### src/rtl/debug_dump_sequencer.sv
// debug_dump_sequencer
// Streams a complete MIPS state dump through the UART transmitter after a halt
// or a debug step. The word order is PC, clock-cycle count, every register-file
// entry, then every data-memory word. Each word is sent most-significant byte
// first.
//
// Ports
//   clk_wz           in   system clock, rising edge
//   i_reset          in   synchronous active-high reset
//   i_start          in   one-cycle dump request (honoured in IDLE only)
//   i_tx_done        in   one-cycle pulse from tx when the current byte is finished
//   i_pc             in   program counter
//   i_clk_count      in   executed-cycle counter
//   i_data_reg_file  in   register-file read data for o_select_reg_dir
//   i_data_mem       in   data-memory read data for o_select_mem_dir
//   o_select_reg_dir out  register read index
//   o_select_mem_dir out  data-memory word index
//   o_tx_data        out  byte presented to tx
//   o_tx_start       out  one-cycle start pulse to tx
//   o_busy           out  high from acceptance of i_start until DONE
//   o_done           out  one-cycle pulse after the final byte completes
module debug_dump_sequencer #(
  parameter int NBITS     = 32,
  parameter int DATA_BITS = 8,
  parameter int SIZE_REG  = 32,
  parameter int SIZE_M    = 16,
  parameter int READ_LAT  = 1
) (
  input  logic                        clk_wz,
  input  logic                        i_reset,
  input  logic                        i_start,
  input  logic                        i_tx_done,
  input  logic [NBITS-1:0]            i_pc,
  input  logic [NBITS-1:0]            i_clk_count,
  input  logic [NBITS-1:0]            i_data_reg_file,
  input  logic [NBITS-1:0]            i_data_mem,
  output logic [$clog2(SIZE_REG)-1:0] o_select_reg_dir,
  output logic [NBITS-1:0]            o_select_mem_dir,
  output logic [DATA_BITS-1:0]        o_tx_data,
  output logic                        o_tx_start,
  output logic                        o_busy,
  output logic                        o_done
);

  // state   | meaning
  // IDLE    | waiting for i_start; selects hold their last value
  // SELECT  | selects already point at word w; load the latency timer
  // SETTLE  | count read latency down; capture word w at terminal count
  // SEND    | o_tx_start high for one cycle with the current byte
  // WAIT    | hold o_tx_data until i_tx_done, then next byte/word or DONE
  // DONE    | o_done pulse, o_busy low, back to IDLE
  localparam logic [2:0] ST_IDLE   = 3'd0;
  localparam logic [2:0] ST_SELECT = 3'd1;
  localparam logic [2:0] ST_SETTLE = 3'd2;
  localparam logic [2:0] ST_SEND   = 3'd3;
  localparam logic [2:0] ST_WAIT   = 3'd4;
  localparam logic [2:0] ST_DONE   = 3'd5;

  localparam int NWORDS    = 2 + SIZE_REG + SIZE_M;
  localparam int WCNT_W    = $clog2(NWORDS);
  localparam int NBYTES    = NBITS / DATA_BITS;
  localparam int BCNT_W    = (NBYTES > 1) ? $clog2(NBYTES) : 1;
  localparam int REG_SEL_W = $clog2(SIZE_REG);
  localparam int LAT_W     = 2;

  localparam logic [WCNT_W-1:0] REG_LO    = WCNT_W'(2);
  localparam logic [WCNT_W-1:0] MEM_LO    = WCNT_W'(SIZE_REG + 2);
  localparam logic [WCNT_W-1:0] LAST_WORD = WCNT_W'(NWORDS - 1);
  localparam logic [BCNT_W-1:0] LAST_BYTE = BCNT_W'(NBYTES - 1);

  logic [2:0]        state;
  logic [WCNT_W-1:0] word_cnt;
  logic [BCNT_W-1:0] byte_cnt;
  logic [LAT_W-1:0]  lat_cnt;
  logic [NBITS-1:0]  shreg;
  logic [NBITS-1:0]  capture_word;
  logic              load_sel;
  logic [WCNT_W-1:0] next_word;

  // Selects are updated on the same edge that enters SELECT, so the read
  // latency window starts with the SELECT cycle itself.
  always_comb begin
    load_sel  = 1'b0;
    next_word = word_cnt;
    if (state == ST_IDLE && i_start) begin
      load_sel  = 1'b1;
      next_word = '0;
    end else if (state == ST_WAIT && i_tx_done && byte_cnt == LAST_BYTE &&
                 word_cnt != LAST_WORD) begin
      load_sel  = 1'b1;
      next_word = word_cnt + WCNT_W'(1);
    end
  end

  always_comb begin
    capture_word = i_data_mem;
    if (word_cnt == '0)
      capture_word = i_pc;
    else if (word_cnt == WCNT_W'(1))
      capture_word = i_clk_count;
    else if (word_cnt < MEM_LO)
      capture_word = i_data_reg_file;
  end

  always_ff @(posedge clk_wz) begin
    if (i_reset) begin
      state            <= ST_IDLE;
      word_cnt         <= '0;
      byte_cnt         <= '0;
      lat_cnt          <= '0;
      shreg            <= '0;
      o_select_reg_dir <= '0;
      o_select_mem_dir <= '0;
    end else begin
      if (load_sel) begin
        // Out-of-range selects are left alone so the buses do not toggle.
        if (next_word >= REG_LO && next_word < MEM_LO)
          o_select_reg_dir <= REG_SEL_W'(next_word - REG_LO);
        if (next_word >= MEM_LO)
          o_select_mem_dir <= NBITS'(next_word - MEM_LO);
      end

      case (state)
        ST_IDLE: begin
          if (i_start) begin
            word_cnt <= '0;
            byte_cnt <= '0;
            state    <= ST_SELECT;
          end
        end
        ST_SELECT: begin
          lat_cnt <= LAT_W'(READ_LAT);
          state   <= ST_SETTLE;
        end
        ST_SETTLE: begin
          if (lat_cnt == '0) begin
            shreg <= capture_word;
            state <= ST_SEND;
          end else begin
            lat_cnt <= lat_cnt - LAT_W'(1);
          end
        end
        ST_SEND: begin
          state <= ST_WAIT;
        end
        ST_WAIT: begin
          if (i_tx_done) begin
            if (byte_cnt != LAST_BYTE) begin
              shreg    <= {shreg[NBITS-DATA_BITS-1:0], {DATA_BITS{1'b0}}};
              byte_cnt <= byte_cnt + BCNT_W'(1);
              state    <= ST_SEND;
            end else if (word_cnt != LAST_WORD) begin
              word_cnt <= next_word;
              byte_cnt <= '0;
              state    <= ST_SELECT;
            end else begin
              state <= ST_DONE;
            end
          end
        end
        ST_DONE: begin
          state <= ST_IDLE;
        end
        default: begin
          state <= ST_IDLE;
        end
      endcase
    end
  end

  // All handshake outputs are decoded from the state register, so they are
  // glitch-free and drop to zero on the reset edge.
  assign o_tx_data  = shreg[NBITS-1 -: DATA_BITS];
  assign o_tx_start = (state == ST_SEND);
  assign o_busy     = (state != ST_IDLE) && (state != ST_DONE);
  assign o_done     = (state == ST_DONE);

endmodule

### config.mk
export PLATFORM = sky130hd
export DESIGN_NAME = debug_dump_sequencer
export DESIGN_NICKNAME = d
export VERILOG_FILES = /design/src/rtl/debug_dump_sequencer.sv
export SDC_FILE = /design/constraint.sdc
export NUM_CORES = 1
export LEC_CHECK = 0
export ABC_AREA = 1
export CAP_MARGIN = 25
export CORE_UTILIZATION = 47
export CTS_BUF_LIST = sky130_fd_sc_hd__clkbuf_4
export DETAILED_ROUTE_END_ITERATION = 10
export GPL_ROUTABILITY_DRIVEN = 1
export GPL_TIMING_DRIVEN = 0
export PLACE_DENSITY = 0.88
export SETUP_SLACK_MARGIN = 0.2
export SLEW_MARGIN = 20
export SYNTH_ARGS = -nofsm -noshare
export SYNTH_HDL_FRONTEND = slang
export SYNTH_SLANG_ARGS = --single-unit
export TNS_END_PERCENT = 10
### constraint.sdc
create_clock -name clk_wz -period 5.55 [get_ports clk_wz]
set_clock_uncertainty 0.2 [all_clocks]
set_input_delay 1.3875 -clock clk_wz [delete_from_list [all_inputs] [get_ports clk_wz]]
set_output_delay 1.3875 -clock clk_wz [all_outputs]
set_load 0.005 [all_outputs]
==> metrics.txt <==
status completed; total track usage 30.5%; Hold Vio Cnt, Final 0; Cells after Synth 625; routed len/inst 14.6 um; CP max FO 27; layout cells sized above 1 12.3%; Hold Crit Start shreg[6]$_SDFFE_PP0P_; top-count cell post-synth nor2_1; Final Critical Period 3.58 ns; IR Drop Worst-Case VDD 0.135 mV; # IOs 180; Post CTS Setup Buffer Count 0; nets 954; Cell Pwr Density roughly 200 nW/um2; Setup violations, final 0; clock-pin slew on the worst setup and hold paths 0.10 ns; crit path from o_select_mem_dir[30]$_SDFFE_PP0P_; initial DRC count 308; Worst setup SP type register; core area 8300 um2; worst hold path class reg2reg; Max-slew headroom 48.1%; largest cells by area after synthesis dfxtp_1, nor2_1, a21oi_1; die width ~95 um; FF/Latch Area 1140 um2; Final ANT Viol Nets 0; Final Non-Filler Cells 925; dpl hpwl 11,000 um; post-synth top area cell dfxtp_1; CTS max path bufs 2; Setup crit end kind output pin; area of the multi-input gates ~2400 um2; first-pass iteration count of the detailed router 5; Area growth, synth to finish 51.3%; Clk Latency, worst-skew pair approximately 0.43 ns; EDFF count, synth 0; # hold bufs at CTS 0; YS warnings 0; MaxCap Viol Count 0; global-route wire length before repair 21,200 um; clock sink count 57; Yosys cell types 38; sequential share of the synthesized area 28.0%; die height approximately 95 um; vias per inst around 5.3; Crit path arrival time 1.99 ns; DIE AREA 9050 um2; DRC Markers 0; unrepaired setup endpoints after global routing no; # rows 33; CTS tree yes; met2 Use GR 54.9%; Diodes inserted 0; ys async rst share 0%; worst r2r src word_cnt[1]$_SDFFE_PP0P_; placed instance count 909; Fmax 279 MHz; syn_nets roughly 760; GP Congestion 0.959; number of global-route vias before repair 4,772; antenna violations before repair 0; worst slew pin tran between 0.7 and 0.8 ns; Leak 2.55 nW; syn_area_per_cell 6.52 um2; fin crit share roughly 65%; H-tree Lvls 3; Crit Path Category reg2out; Most used DFF post-synth dfxtp_1; top cell type's share of synthesized area 28.0%; critical path required time around 4.0 ns; Most Crowded Layer GR met2; pin count of the biggest net entering global routing 28; Final Slew Violations 0; synthesized cell area about 4100 um2; final instance area approximately 6000 um2; setup_tns 0 ns; Vias 4,874; Resize count post-CTS 0; clk root buf clkbuf_4; register bit total from synthesis 57; # fillers 640; most frequent cells after synthesis nor2_1, nand2_1, a21oi_1, o21ai_0, dfxtp_1; met3 Use GR ~6.8%; port bufs 179; Initial Util 49.1%; CTS buffer count 9; DP Area 6000 um2; GRT overflow 0; Routed Wire Length 13,500 um; M1 GR Usage roughly a third
sequential cells by signal (all words and copies together) (netlist names):
name,count
byte_cnt,2
lat_cnt,2
o_select_mem_dir,7
o_select_reg_dir,5
shreg,32
state,3
word_cnt,6
routing by layer:
metal,vias to the layer above,routed length (um)
met5,-,0
met4,0,484
met3,39,876
met2,218,6740
met1,2183,5410
li1,2434,-
critical path, cell delays in order, from the launching register on:
cell and delay, ns:
dfxtp_1 0.84, buf_4 0.23, clkdlybuf4s50_1 0.51
power breakdown:
group / leakage [nW] / internal (mW) / total (mW) / switching (mW)
clock: 0.0828 / 0.189 / 0.356 / 0.168
combinational: 2.00 / 0.201 / 0.376 / 0.175
sequential: 0.462 / 0.459 / 0.490 / 0.0315
per-stage QoR:
stage	utilization, %	total power, mW	hold slack [ns]	worst slack, ns
CTS	74.3	1.22	0.273	1.93
finish	74.3	1.22	0.276	1.97
floorplan	-	0.688	0.239	2.58
detailed placement	72.3	0.870	0.258	1.75
global placement	72.3	0.859	0.248	1.79
global route	74.3	1.29	0.299	1.81
cell usage in the layout (no fill, tap or decap), drive strengths merged, types with 7 or more instances in the layout:
master / instances
nor2: 130
dfxtp: 57
o21ai: 76
inv: 33
clkdlybuf4s50: 179
o31ai: 22
a21oi: 87
mux2i: 8
nand2: 95
ha: 7
clkbuf: 30
nand3: 21
buf: 49
final timing paths:
| check | slack (ns) | cells past startpoint | endpoint |
|---|---|---|---|
| hold / removal | 0.28 | 2 | shreg[6]$_SDFFE_PP0P_ |
| hold reg to reg | 0.28 | 2 | shreg[6]$_SDFFE_PP0P_ |
| setup reg to reg | 2.92 | 8 | shreg[6]$_SDFFE_PP0P_ |
| setup / recovery | 1.97 | 2 | o_select_mem_dir[22] |
cell families after synthesis:
logic type,Yosys count,share of synthesized area [%]
compound gates,192,26.0
xor+xnor,3,0.645
fa+ha+maj,7,2.15
buf+inv,102,13.4
flops,57,28.0
mux,8,1.96
simple gates,256,27.8
layout make-up:
| type | count | share of cell area, % |
|---|---|---|
| Clock buffer | 10 | 1.22 |
| Inverter | 33 | 2.01 |
| Multi-Input combinational cell | 466 | 38.7 |
| Buffer | 69 | 6.86 |
| Sequential cell | 57 | 18.5 |
| Clock inverter | 6 | 1.50 |
| Timing Repair Buffer | 179 | 29.1 |
| Tap cell | 105 | 2.13 |
Power figures use the tool's default switching activity.
